[config.mk]
export PLATFORM = sky130hd
export DESIGN_NAME = load_store_unit
export DESIGN_NICKNAME = d
export VERILOG_FILES = /design/src/rtl/load_store_unit.sv
export SDC_FILE = /design/constraint.sdc
export NUM_CORES = 1
export LEC_CHECK = 0
export ABC_AREA = 1
export CAP_MARGIN = 0
export CELL_PAD_IN_SITES_DETAIL_PLACEMENT = 0
export CELL_PAD_IN_SITES_GLOBAL_PLACEMENT = 2
export CORE_MARGIN = 2
export CORE_UTILIZATION = 24
export CTS_CLUSTER_SIZE = 28
export DETAILED_ROUTE_END_ITERATION = 7
export GPL_TIMING_DRIVEN = 0
export PLACE_DENSITY_LB_ADDON = 0.3
export SLEW_MARGIN = 15
export SYNTH_ARGS = -nofsm -noshare
export SYNTH_HDL_FRONTEND = slang
export SYNTH_SLANG_ARGS = --single-unit
[constraint.sdc]
create_clock -name clk -period 1.85 [get_ports clk]
set_clock_uncertainty 0.2 [all_clocks]
set_input_delay 0.555 -clock clk [delete_from_list [all_inputs] [get_ports clk]]
set_output_delay 0.555 -clock clk [all_outputs]
set_load 0.01 [all_outputs]
[src/rtl/load_store_unit.sv]
// load_store_unit: RV32I data-memory access unit.
// Accepts one load/store, runs a req/ack handshake with data memory, aligns and
// extends load data, and pulses the register-file write port on completion.
// Requests rejected for misalignment or an illegal funct3 take the same two-cycle
// accept-to-done path as the fastest memory access, passing through WAIT with
// mem_req held low.
module load_store_unit #(
  parameter int unsigned TIMEOUT = 255
) (
  input  logic        clk,
  input  logic        rst,
  input  logic        req_valid,
  output logic        req_ready,
  input  logic        req_store,
  input  logic [2:0]  req_funct3,
  input  logic [31:0] req_addr,
  input  logic [31:0] req_wdata,
  input  logic [4:0]  req_rd,
  output logic        mem_req,
  output logic        mem_we,
  output logic [31:0] mem_addr,
  output logic [3:0]  mem_wstrb,
  output logic [31:0] mem_wdata,
  input  logic        mem_ack,
  input  logic [31:0] mem_rdata,
  output logic        rf_we,
  output logic [4:0]  rf_rd,
  output logic [31:0] rf_wd,
  output logic        done,
  output logic [1:0]  err
);

  localparam int unsigned CNT_W = 8;

  localparam logic [1:0] ERR_OK      = 2'd0;
  localparam logic [1:0] ERR_MISALGN = 2'd1;
  localparam logic [1:0] ERR_ILLEGAL = 2'd2;
  localparam logic [1:0] ERR_TIMEOUT = 2'd3;

  localparam logic [CNT_W-1:0] CNT_LAST = CNT_W'(TIMEOUT - 1);

  typedef enum logic [1:0] {
    S_IDLE   = 2'd0,
    S_WAIT   = 2'd1,
    S_FINISH = 2'd2
  } state_t;

  // State and latched request fields
  state_t           r_state;
  logic [CNT_W-1:0] r_cnt;
  logic             r_store;
  logic [2:0]       r_funct3;
  logic [1:0]       r_addr_lo;
  logic [4:0]       r_rd;
  logic [1:0]       r_err_pend;

  // Registered outputs
  logic             r_req_ready;
  logic             r_mem_req;
  logic             r_mem_we;
  logic [31:0]      r_mem_addr;
  logic [3:0]       r_mem_wstrb;
  logic [31:0]      r_mem_wdata;
  logic             r_rf_we;
  logic [4:0]       r_rf_rd;
  logic [31:0]      r_rf_wd;
  logic             r_done;
  logic [1:0]       r_err;

  // Next-state values
  state_t           w_state_nxt;
  logic [CNT_W-1:0] w_cnt_nxt;
  logic             w_store_nxt;
  logic [2:0]       w_funct3_nxt;
  logic [1:0]       w_addr_lo_nxt;
  logic [4:0]       w_rd_nxt;
  logic [1:0]       w_err_pend_nxt;
  logic             w_req_ready_nxt;
  logic             w_mem_req_nxt;
  logic             w_mem_we_nxt;
  logic [31:0]      w_mem_addr_nxt;
  logic [3:0]       w_mem_wstrb_nxt;
  logic [31:0]      w_mem_wdata_nxt;
  logic             w_rf_we_nxt;
  logic [4:0]       w_rf_rd_nxt;
  logic [31:0]      w_rf_wd_nxt;
  logic             w_done_nxt;
  logic [1:0]       w_err_nxt;

  // Request decode helpers
  logic             w_illegal;
  logic             w_misaligned;
  logic [3:0]       w_st_wstrb;
  logic [31:0]      w_st_wdata;
  logic [7:0]       w_ld_byte;
  logic [15:0]      w_ld_half;
  logic [31:0]      w_ld_data;

  assign req_ready = r_req_ready;
  assign mem_req   = r_mem_req;
  assign mem_we    = r_mem_we;
  assign mem_addr  = r_mem_addr;
  assign mem_wstrb = r_mem_wstrb;
  assign mem_wdata = r_mem_wdata;
  assign rf_we     = r_rf_we;
  assign rf_rd     = r_rf_rd;
  assign rf_wd     = r_rf_wd;
  assign done      = r_done;
  assign err       = r_err;

  // Classify the incoming request and build store byte lanes
  always_comb begin
    w_illegal    = 1'b0;
    w_misaligned = 1'b0;
    w_st_wstrb   = 4'b0000;
    w_st_wdata   = req_wdata;
    if (req_store) begin
      w_illegal = req_funct3[2] | (req_funct3[1:0] == 2'b11);
    end else begin
      w_illegal = (req_funct3 == 3'b011) | (req_funct3 == 3'b110) |
                  (req_funct3 == 3'b111);
    end
    w_misaligned = ((req_funct3[1:0] == 2'b01) & req_addr[0]) |
                   ((req_funct3[1:0] == 2'b10) & (req_addr[1:0] != 2'b00));
    case (req_funct3[1:0])
      2'b00: begin
        w_st_wstrb = 4'b0001 << req_addr[1:0];
        w_st_wdata = {4{req_wdata[7:0]}};
      end
      2'b01: begin
        w_st_wstrb = req_addr[1] ? 4'b1100 : 4'b0011;
        w_st_wdata = {2{req_wdata[15:0]}};
      end
      default: begin
        w_st_wstrb = 4'b1111;
        w_st_wdata = req_wdata;
      end
    endcase
  end

  // Align and extend the returned read word for the latched load type
  always_comb begin
    w_ld_byte = 8'(mem_rdata >> {r_addr_lo, 3'b000});
    w_ld_half = 16'(mem_rdata >> {r_addr_lo[1], 4'b0000});
    case (r_funct3)
      3'b000:  w_ld_data = {{24{w_ld_byte[7]}}, w_ld_byte};
      3'b001:  w_ld_data = {{16{w_ld_half[15]}}, w_ld_half};
      3'b100:  w_ld_data = {24'h000000, w_ld_byte};
      3'b101:  w_ld_data = {16'h0000, w_ld_half};
      default: w_ld_data = mem_rdata;
    endcase
  end

  // Next-state and registered-output logic
  always_comb begin
    w_state_nxt     = r_state;
    w_cnt_nxt       = r_cnt;
    w_store_nxt     = r_store;
    w_funct3_nxt    = r_funct3;
    w_addr_lo_nxt   = r_addr_lo;
    w_rd_nxt        = r_rd;
    w_err_pend_nxt  = r_err_pend;
    w_mem_req_nxt   = r_mem_req;
    w_mem_we_nxt    = r_mem_we;
    w_mem_addr_nxt  = r_mem_addr;
    w_mem_wstrb_nxt = r_mem_wstrb;
    w_mem_wdata_nxt = r_mem_wdata;
    w_rf_we_nxt     = 1'b0;
    w_rf_rd_nxt     = r_rf_rd;
    w_rf_wd_nxt     = r_rf_wd;
    w_done_nxt      = 1'b0;
    w_err_nxt       = ERR_OK;

    case (r_state)
      S_IDLE: begin
        if (req_valid) begin
          w_store_nxt   = req_store;
          w_funct3_nxt  = req_funct3;
          w_addr_lo_nxt = req_addr[1:0];
          w_rd_nxt      = req_rd;
          w_cnt_nxt     = '0;
          w_state_nxt   = S_WAIT;
          if (w_illegal) begin
            w_err_pend_nxt = ERR_ILLEGAL;
          end else if (w_misaligned) begin
            w_err_pend_nxt = ERR_MISALGN;
          end else begin
            w_err_pend_nxt  = ERR_OK;
            w_mem_req_nxt   = 1'b1;
            w_mem_we_nxt    = req_store;
            w_mem_addr_nxt  = {req_addr[31:2], 2'b00};
            w_mem_wstrb_nxt = req_store ? w_st_wstrb : 4'b0000;
            w_mem_wdata_nxt = w_st_wdata;
          end
        end
      end

      S_WAIT: begin
        w_rf_rd_nxt = r_rd;
        if (r_err_pend != ERR_OK) begin
          w_state_nxt = S_FINISH;
          w_done_nxt  = 1'b1;
          w_err_nxt   = r_err_pend;
          w_rf_wd_nxt = '0;
        end else begin
          w_cnt_nxt = r_cnt + CNT_W'(1);
          if (mem_ack || (r_cnt == CNT_LAST)) begin
            w_state_nxt     = S_FINISH;
            w_done_nxt      = 1'b1;
            w_mem_req_nxt   = 1'b0;
            w_mem_we_nxt    = 1'b0;
            w_mem_wstrb_nxt = 4'b0000;
            if (mem_ack) begin
              w_err_nxt   = ERR_OK;
              w_rf_we_nxt = ~r_store & (r_rd != 5'd0);
              w_rf_wd_nxt = r_store ? 32'h0 : w_ld_data;
            end else begin
              w_err_nxt   = ERR_TIMEOUT;
              w_rf_wd_nxt = '0;
            end
          end
        end
      end

      S_FINISH: begin
        w_state_nxt = S_IDLE;
      end

      default: begin
        w_state_nxt   = S_IDLE;
        w_mem_req_nxt = 1'b0;
      end
    endcase

    w_req_ready_nxt = (w_state_nxt == S_IDLE);
  end

  // State and output registers with synchronous reset
  always_ff @(posedge clk) begin
    if (rst) begin
      r_state     <= S_IDLE;
      r_cnt       <= '0;
      r_store     <= 1'b0;
      r_funct3    <= 3'b000;
      r_addr_lo   <= 2'b00;
      r_rd        <= 5'd0;
      r_err_pend  <= ERR_OK;
      r_req_ready <= 1'b1;
      r_mem_req   <= 1'b0;
      r_mem_we    <= 1'b0;
      r_mem_addr  <= '0;
      r_mem_wstrb <= 4'b0000;
      r_mem_wdata <= '0;
      r_rf_we     <= 1'b0;
      r_rf_rd     <= 5'd0;
      r_rf_wd     <= '0;
      r_done      <= 1'b0;
      r_err       <= ERR_OK;
    end else begin
      r_state     <= w_state_nxt;
      r_cnt       <= w_cnt_nxt;
      r_store     <= w_store_nxt;
      r_funct3    <= w_funct3_nxt;
      r_addr_lo   <= w_addr_lo_nxt;
      r_rd        <= w_rd_nxt;
      r_err_pend  <= w_err_pend_nxt;
      r_req_ready <= w_req_ready_nxt;
      r_mem_req   <= w_mem_req_nxt;
      r_mem_we    <= w_mem_we_nxt;
      r_mem_addr  <= w_mem_addr_nxt;
      r_mem_wstrb <= w_mem_wstrb_nxt;
      r_mem_wdata <= w_mem_wdata_nxt;
      r_rf_we     <= w_rf_we_nxt;
      r_rf_rd     <= w_rf_rd_nxt;
      r_rf_wd     <= w_rf_wd_nxt;
      r_done      <= w_done_nxt;
      r_err       <= w_err_nxt;
    end
  end

endmodule

# After elaboration in Yosys (flattened, before gate mapping)
# Cells that the tools add are included.
[totals] ff_bits=133 input_bits=109 output_inout_bits=112
[classes] addsub=1 shift=3 mux=40 bitwise_logic=14 n_eq_ne=17 reduce_logical=18
[ops] op="32-bit two-way mux" count=4
[ops] op="32-bit one-hot mux with 4 select lines" count=1
[ops] op="32-bit one-hot mux with 2 select lines" count=1
[ops] op="32-bit by 5-bit >> shifter with 16-bit output" count=1
[ops] op="32-bit by 5-bit >> shifter with 8-bit output" count=1
[ops] op="4-bit two-way mux" count=7
[ops] op="8-bit two-way mux" count=2
[ops] op="4-bit one-hot mux with 2 select lines" count=2
[ops] op="8-bit one-hot mux with 2 select lines" count=1
[ops] op="2-bit two-way mux" count=7
[ops] op="3-bit == test, second input constant" count=4
[ops] op="1-bit two-way mux" count=12
[ops] op="6-bit AND reduction" count=2
[ops] op="2-bit != test, second input constant" count=5
[ops] op="8-bit by 1-bit adder with 8-bit output, second input constant" count=1
[ops] op="8-bit == test, second input constant" count=1
[ops] op="2-bit nonzero test" count=4
[ops] op="1-bit inverter" count=7
[ops] op="2-bit == test, second input constant" count=3
[ops] op="2-bit zero test" count=3
[ops] op="5-bit nonzero test" count=1
[ops] op="5-bit OR reduction" count=1
[ops] op="2-bit by 1-bit == test with 1-bit output, second input constant" count=2
[ops] op="1-bit bitwise OR" count=4
[ops] op="other kinds (13)" count=16

# Depth between registers and ports, before layout
[depth] ltp_word=7 depth_mapped=12

# Worst setup path before layout
# No wires, ideal clock.
[synth_timing] path_kind="input to register" from="in req_funct3[1]" to="reg r_mem_wdata[10], in the netlist mem_wdata[10]" path_stages=6 path_slack_ns=0.073 setup_ns=0.128 arrival_ns=1.448 cell_sequence="buf_4 -> inv_2 -> nand3_1 -> nand4_4 -> buf_1 -> a21oi_1"
[synth_between] elab_chain_len=6 word_cells_on_any_way=18 classes_between="6 x eq/ne; 2 x mux; 8 x bitwise; 2 x reduce/logical"
[synth_rtl] element="start: declaration" line_no="15" source="input logic [2:0] req_funct3,"
[synth_rtl] element="3-bit by 2-bit == test with 1-bit output / 3-bit == test (equally long branches)" line_no="120" source="w_illegal = (req_funct3 == 3'b011) | (req_funct3 == 3'b110) |"
[synth_rtl] element="1-bit bitwise OR (2 in a row)" line_no="120"
[synth_rtl] element="1-bit two-way mux" line_no="117" source="if (req_store) begin"
[synth_rtl] element="1-bit inverter (no source line)"
[synth_rtl] element="4-bit AND reduction (no source line)"
[synth_rtl] element="end signal: assignment" line_no="272" source="r_mem_wdata <= w_mem_wdata_nxt;"
[synth_rtl] element="end: declaration" line_no="63" source="logic [31:0] r_mem_wdata;"
# Parallel ways exist; a longest one is shown, timed or not.
# A chain may end at the register's enable or synchronous reset.

# Worst setup path in the final report
[layout_timing] from="reg r_rf_wd[7], in the netlist rf_wd[7]" to="out rf_wd[7]"
[layout_lines] element="start: declaration" line_no="66" source="logic [31:0] r_rf_wd;"
[layout_lines] element="start signal: assignment" line_no="275" source="r_rf_wd <= w_rf_wd_nxt;"
[layout_lines] element="end: declaration" line_no="28" source="output logic [31:0] rf_wd,"
# No word-level cell between the ends.

==> run summary <==
# DRC: 0
Post-Place Cells: 1408
synth top area cells: dfxtp_1, o21ai_0, nand2_1
clock tree sinks: 133
hold_ws: 0.2420 ns
switching share of total power: 0.3000
Boundary Pins: 221
cell-internal power: 0.005772 W
worst path cell trace: clkdlybuf4s15_1
max-capacitance violation count: 0
Peak Freq: 0.5516 GHz
pin count of the biggest net entering global routing: 17
layout cells sized above 1: 0.1480
Synth Instances: 860
Total Wirelength: 22.10 mm
Crit path max-delay family: flip-flops
NetSw: 0.002473 W
port buffer count: 217
CTS tree: yes
critical path fanouts, max: 2
Overflow after GRT: 0
Reg-to-Reg End: rf_wd[15]$_SDFFE_PP0P_
worst slew pin tran: 0.5602 ns
initial antenna violation count: 2
crit share post-route: 0.9799
# rows: 58
Post-synth EDFFs: 0
synthesized flop and latch total: 133
combinational group share of total power: 0.205
CTS HTree Levels: 4
Via Count: 6301
Critical Path End Type: primary output
netlist area before placement: 6088 sq um
Power Density: 848.8 nW/um^2
non-filler instance count after layout: 1466
R2R Setup Slk: 0.09 ns
clk_lat worst skew: 0.42 ns
Critical Path End: rf_wd[7]
Final setup viols: 0
IR drop worst, VDD: 0.4114 mV
kind of critical path: reg2out
First-pass DRT Iterations: 4
post-DP HPWL: 16.69 mm
fin crit period: 1.813 ns
share of the synthesized area in the top cell type: 0.4373
FFs w/ async S/R, synth: 0
Ys Warns: 0
routed len/inst: 15.07 um
number of global-route vias before repair: 5976
sequential area share after synthesis: 0.4373
Main synth FF type: dfxtp_1
FF-to-FF Start: r_err_pend[1]$_SDFFE_PP0P_
crit-path max cell delay: 0.38 ns
Synth cell types: 35
Final Hold Fails: 0
worst reg-to-reg path cell count: 8
DR iter-0 viols: 272
commonest non-fill, non-tap cell in the layout: nand2_1
outcome: finished, final reports clean
Syn Area/Cell: 7.079 sq um
Worst Hold Class: reg2reg
Initial Util: 0.2432
CTS Buf Count: 17
Critical Path Start: rf_wd[7]$_SDFFE_PP0P_
Worst Setup Start Kind: flip-flop
area growth from synthesis to layout: 59.56%
power share of the sequential group: 0.383
Final Wtd Congestion: 0.8110
Stages on worst setup path: 1
Placeable Area: 25040 sq um
Synth area leader: dfxtp_1
die height: 163.3 um
Die W: 163.3 um
vias per inst: 4.298
Clock power frac: 0.412
total die area: 26660 sq um
first-pass GRT wire length: 33.24 mm
clk buf depth: 2
most frequent cells in the layout: nand2_1, dfxtp_1, inv_1, o21ai_0, a21oi_1
Root Driver: clkbuf_16
CP arrival: 1.06 ns
# hold bufs at CTS: 0
WP buf/inv: 1
fin nets: 1233
Crit-path slowest cell: dfxtp_1
Max Slew Vio Count: 0
slew margin rel.: 0.6266
clk slew on worst S/H paths: 0.07 ns
required time worst endpoint: 1.09 ns
GRT Total Usage: 0.1631
LEAKAGE: 4.276 nW
post-route ant nets: 0
==> registers in the layout (all words and copies together) (netlist names), 2 cells and up <==
name / count
rf_wd: 32
mem_addr: 30
mem_wdata: 32
err: 2
rf_rd: 5
r_funct3: 3
r_addr_lo: 2
r_rd: 5
r_state: 2
r_cnt: 8
r_err_pend: 2
mem_wstrb: 4
==> power groups by stage <==
stage | registers [W] | clock network (W) | logic (W)
finish | 0.00316 | 0.00340 | 0.00169
detailed placement | 0.00322 | 0 | 0.00158
CTS | 0.00315 | 0.00347 | 0.00158
global placement | 0.00322 | 0 | 0.00158
floorplan | 0.00328 | 0 | 0.000689
global route | 0.00318 | 0.00361 | 0.00187
==> Yosys cell counts (7+ instances only) <==
master / instances
a21oi_1: 107
nand3_1: 40
buf_4: 9
nand2_2: 8
o211ai_1: 8
dfxtp_1: 133
buf_6: 7
inv_1: 120
or2_2: 10
nand2_1: 159
and2_1: 7
o21ai_0: 131
nor2_1: 50
clkbuf_1: 19
==> through the flow <==
step | setup WS (ns) | power [W] | util | setup TNS (ns) | instance area (sq um)
after floorplan | 0.07329 | 0.003973 | - | 0 | 6092
after global placement | -0.9640 | 0.004800 | 0.3466 | -84.17 | 8677
after detailed placement | -0.9369 | 0.004801 | 0.3466 | -84.83 | 8677
after CTS | -0.01631 | 0.008209 | 0.3752 | -0.1422 | 9394
after global routing | -0.003398 | 0.008655 | 0.3879 | -0.003398 | 9712
final | 0.03713 | 0.008245 | 0.3880 | 0 | 9714
==> what timing repair did <==
action	CTS	global route
gates resized for setup	172	85
pin swaps	3	13
gates cloned	4	1
buffers inserted	7	13
endpoints found under the setup margin	234	123
==> cells by family (layout without fill, tap and decap cells) <==
group / count (synthesis) / after routing / synth area share
adder cells (fa/ha/maj): 2 / 2 / 0.004109
AND/OR/NAND/NOR: 294 / 296 / 0.2160
AO/OA/AOI/OAI: 255 / 255 / 0.2156
XOR/XNOR: 1 / 1 / 0.001439
flip-flops: 133 / 133 / 0.4373
buffers and inverters: 174 / 446 / 0.1249
other: 1 / 3 / 0.0006159
==> how the worst min path moves through the flow <==
| stage | startpoint | to | slack [ns] | cells past startpoint |
|---|---|---|---|---|
| after floorplan | r_cnt[6]$_SDFFE_PP0P_ | r_cnt[6]$_SDFFE_PP0P_ | 0.24 | 1 |
| after global placement | mem_addr[13]$_SDFFE_PP0P_ | mem_addr[13]$_SDFFE_PP0P_ | 0.23 | 2 |
| after detailed placement | mem_wdata[29]$_SDFFE_PP0P_ | mem_wdata[29]$_SDFFE_PP0P_ | 0.24 | 2 |
| after CTS | mem_wdata[29]$_SDFFE_PP0P_ | mem_wdata[29]$_SDFFE_PP0P_ | 0.24 | 2 |
| after global routing | mem_wdata[29]$_SDFFE_PP0P_ | mem_wdata[29]$_SDFFE_PP0P_ | 0.25 | 2 |
| final | mem_addr[19]$_SDFFE_PP0P_ | mem_addr[19]$_SDFFE_PP0P_ | 0.24 | 2 |
==> routing by layer <==
| layer | track usage | vias up | part of all wire |
|---|---|---|---|
| li1 | - | 3286 | - |
| met1 | 0.2152 | 2858 | 0.47 |
| met2 | 0.2610 | 135 | 0.46 |
| met3 | 0.04622 | 20 | 0.054 |
| met4 | 0.04304 | 2 | 0.014 |
| met5 | 0 | - | 0.00054 |
==> layout make-up <==
class | count | area [sq um]
Fill cell | 2720 | 15320
Multi-Input combinational cell | 556 | 2882
Sequential cell | 133 | 2668
Timing Repair Buffer | 240 | 2307
Inverter | 129 | 511.7
Clock buffer | 19 | 442.9
Tap cell | 330 | 412.9
Buffer | 45 | 350.3
Clock inverter | 13 | 137.6
Antenna cell | 1 | 2.502
Power figures use the tool's default switching activity.
==> RTL edit (config.mk and constraints unchanged) <==
The localparam `CNT_W` goes from 8 to 7.
--- a/src/rtl/load_store_unit.sv
+++ b/src/rtl/load_store_unit.sv
@@ -32,3 +32,3 @@
 
-  localparam int unsigned CNT_W = 8;
+  localparam int unsigned CNT_W = 7;
 
Check against the original RTL: no difference found for any inputs over 4 cycles, from zero or initial values and one cycle with rst high; that may be too few to reach the edited logic, so the function may still have changed.
==> RTL edit against the unedited design <==
- cell area down 5.5%
- setup slack gained 0.61 ps
- wire length decreased by 2.0%
- sequential cell count down 1
- combinational power fell by 9%
- via count down 0.98%
- power shrank 1.5%
- fmax about the same
- area after synthesis shrank 3.4%
==> RTL edit: results (changes against the unedited design) <==
[cells_and_area]
seq_share_pct=28.8  ; +1.4 points
drive_above_1_share_pct=12.2  ; -2.6 points
multi_input_gates=606  ; +9.0%
multi_input_area_mm2=0.00286  ; -0.74%
clkCellAreaFrac_pct=6.47  ; +0.50 points
buffers_excl_clock=273  ; -4.2%
final.clkbuf_count=17  ; -2
buffer_area_share_pct=26.1  ; -1.3 points
inverters=72  ; -44%
fin_nets=1213  ; -1.6%
n_fill_cell=2655  ; -2.4%

[place]
pre_cts_ws_ps=-885  ; +52.3 ps
placed_area_mm2=0.00846  ; -2.6%
gp_congestion=0.769  ; -5.2%
port_buffers=216  ; -0.46%
dp.cells=1395  ; -0.92%
dp_hpwl_mm=16.3  ; -2.3%

[worst_hold_path]
min-delay-start=mem_req
worstHoldEndpoint=mem_req

[grt]
use_met3_pct=7.28  ; +2.7 points
grt_pass1_wl_mm=33.7  ; +1.3%
grtUsageTotal_pct=16.7  ; +0.38 points
antenna_found_initial=1  ; -1
grt_start_max_net_pins=20  ; +3
use_met1_pct=20.7  ; -0.82 points
grtUsageMet2_pct=26.8  ; +0.68 points

[route]
met1_length_mm=9.86  ; -5.1%
routed_wl_mm=21.7  ; -2.0%
post-route-drc-count=0  ; unchanged
viasPerCell=4.33  ; +0.80%
vias=6239  ; -0.98%
dr_wl_met2_mm=9.56  ; -6.2%
top_layer_used=met4
met3_length_mm=2.09  ; +76%

[critical_path]
rrSetupSlack_ps=100
r2r-end=rf_wd[5]
r2r-start=r_funct3[1]
startpoint=rf_wd[8]
endpoint=rf_wd[8]
critPathMaxStageDelay_ps=360  ; -20 ps

[timing]
finalWorstSetupSlack_ps=37.7  ; +0.612 ps
worst_pin_slew_ps=609  ; +48.5 ps
holdWs_ps=248  ; +5.84 ps

[synthesis]
synthTopCellsByCount=162 x nand2_1, 157 x nor2_1, 132 x dfxtp_1
yosysSeqAreaShare_pct=44.9  ; +1.2 points
avgSynthCellArea_um2=6.89  ; -2.7%
ys_seq_elements=132  ; -0.75%
yosysUniqueCellTypes=33  ; -5.7%

[outcome]
status=finished clean

[power]
max-vdd-ir-drop_v=0.000608  ; +48%
powerDensity_mw_per_mm2=885  ; +4.2%

## RTL edit: repair_timing
action | in CTS | in global routing
resized for setup | 142 | 83
hold buffers | 0 | 0
pin swaps | 2 | 10
gates cloned | 0 | 2
buffers inserted | 7 | 5
endpoints found under the setup margin | 218 | 127
## RTL edit: power by group
| group | switching, W | internal (W) | leakage, nW |
|---|---|---|---|
| sequential | 0.0000980 | 0.00303 | 1.08 |
| combinational | 0.000850 | 0.000676 | 2.83 |
| clock | 0.00145 | 0.00202 | 0.295 |
## RTL edit: tightest hold or removal path: stages (launching register included)
cell and delay (ps):
dfxtp_1 310, inv_1 50, a21oi_1 50
## RTL edit: logic make-up after synthesis
logic type / share of synthesized area (%)
buffers and inverters: 8.79
and+or+nand+nor: 27.2
AOI/OAI and AO/OA: 18.6
other: 0.0638
DFF: 44.9
adders and majority gates: 0.425
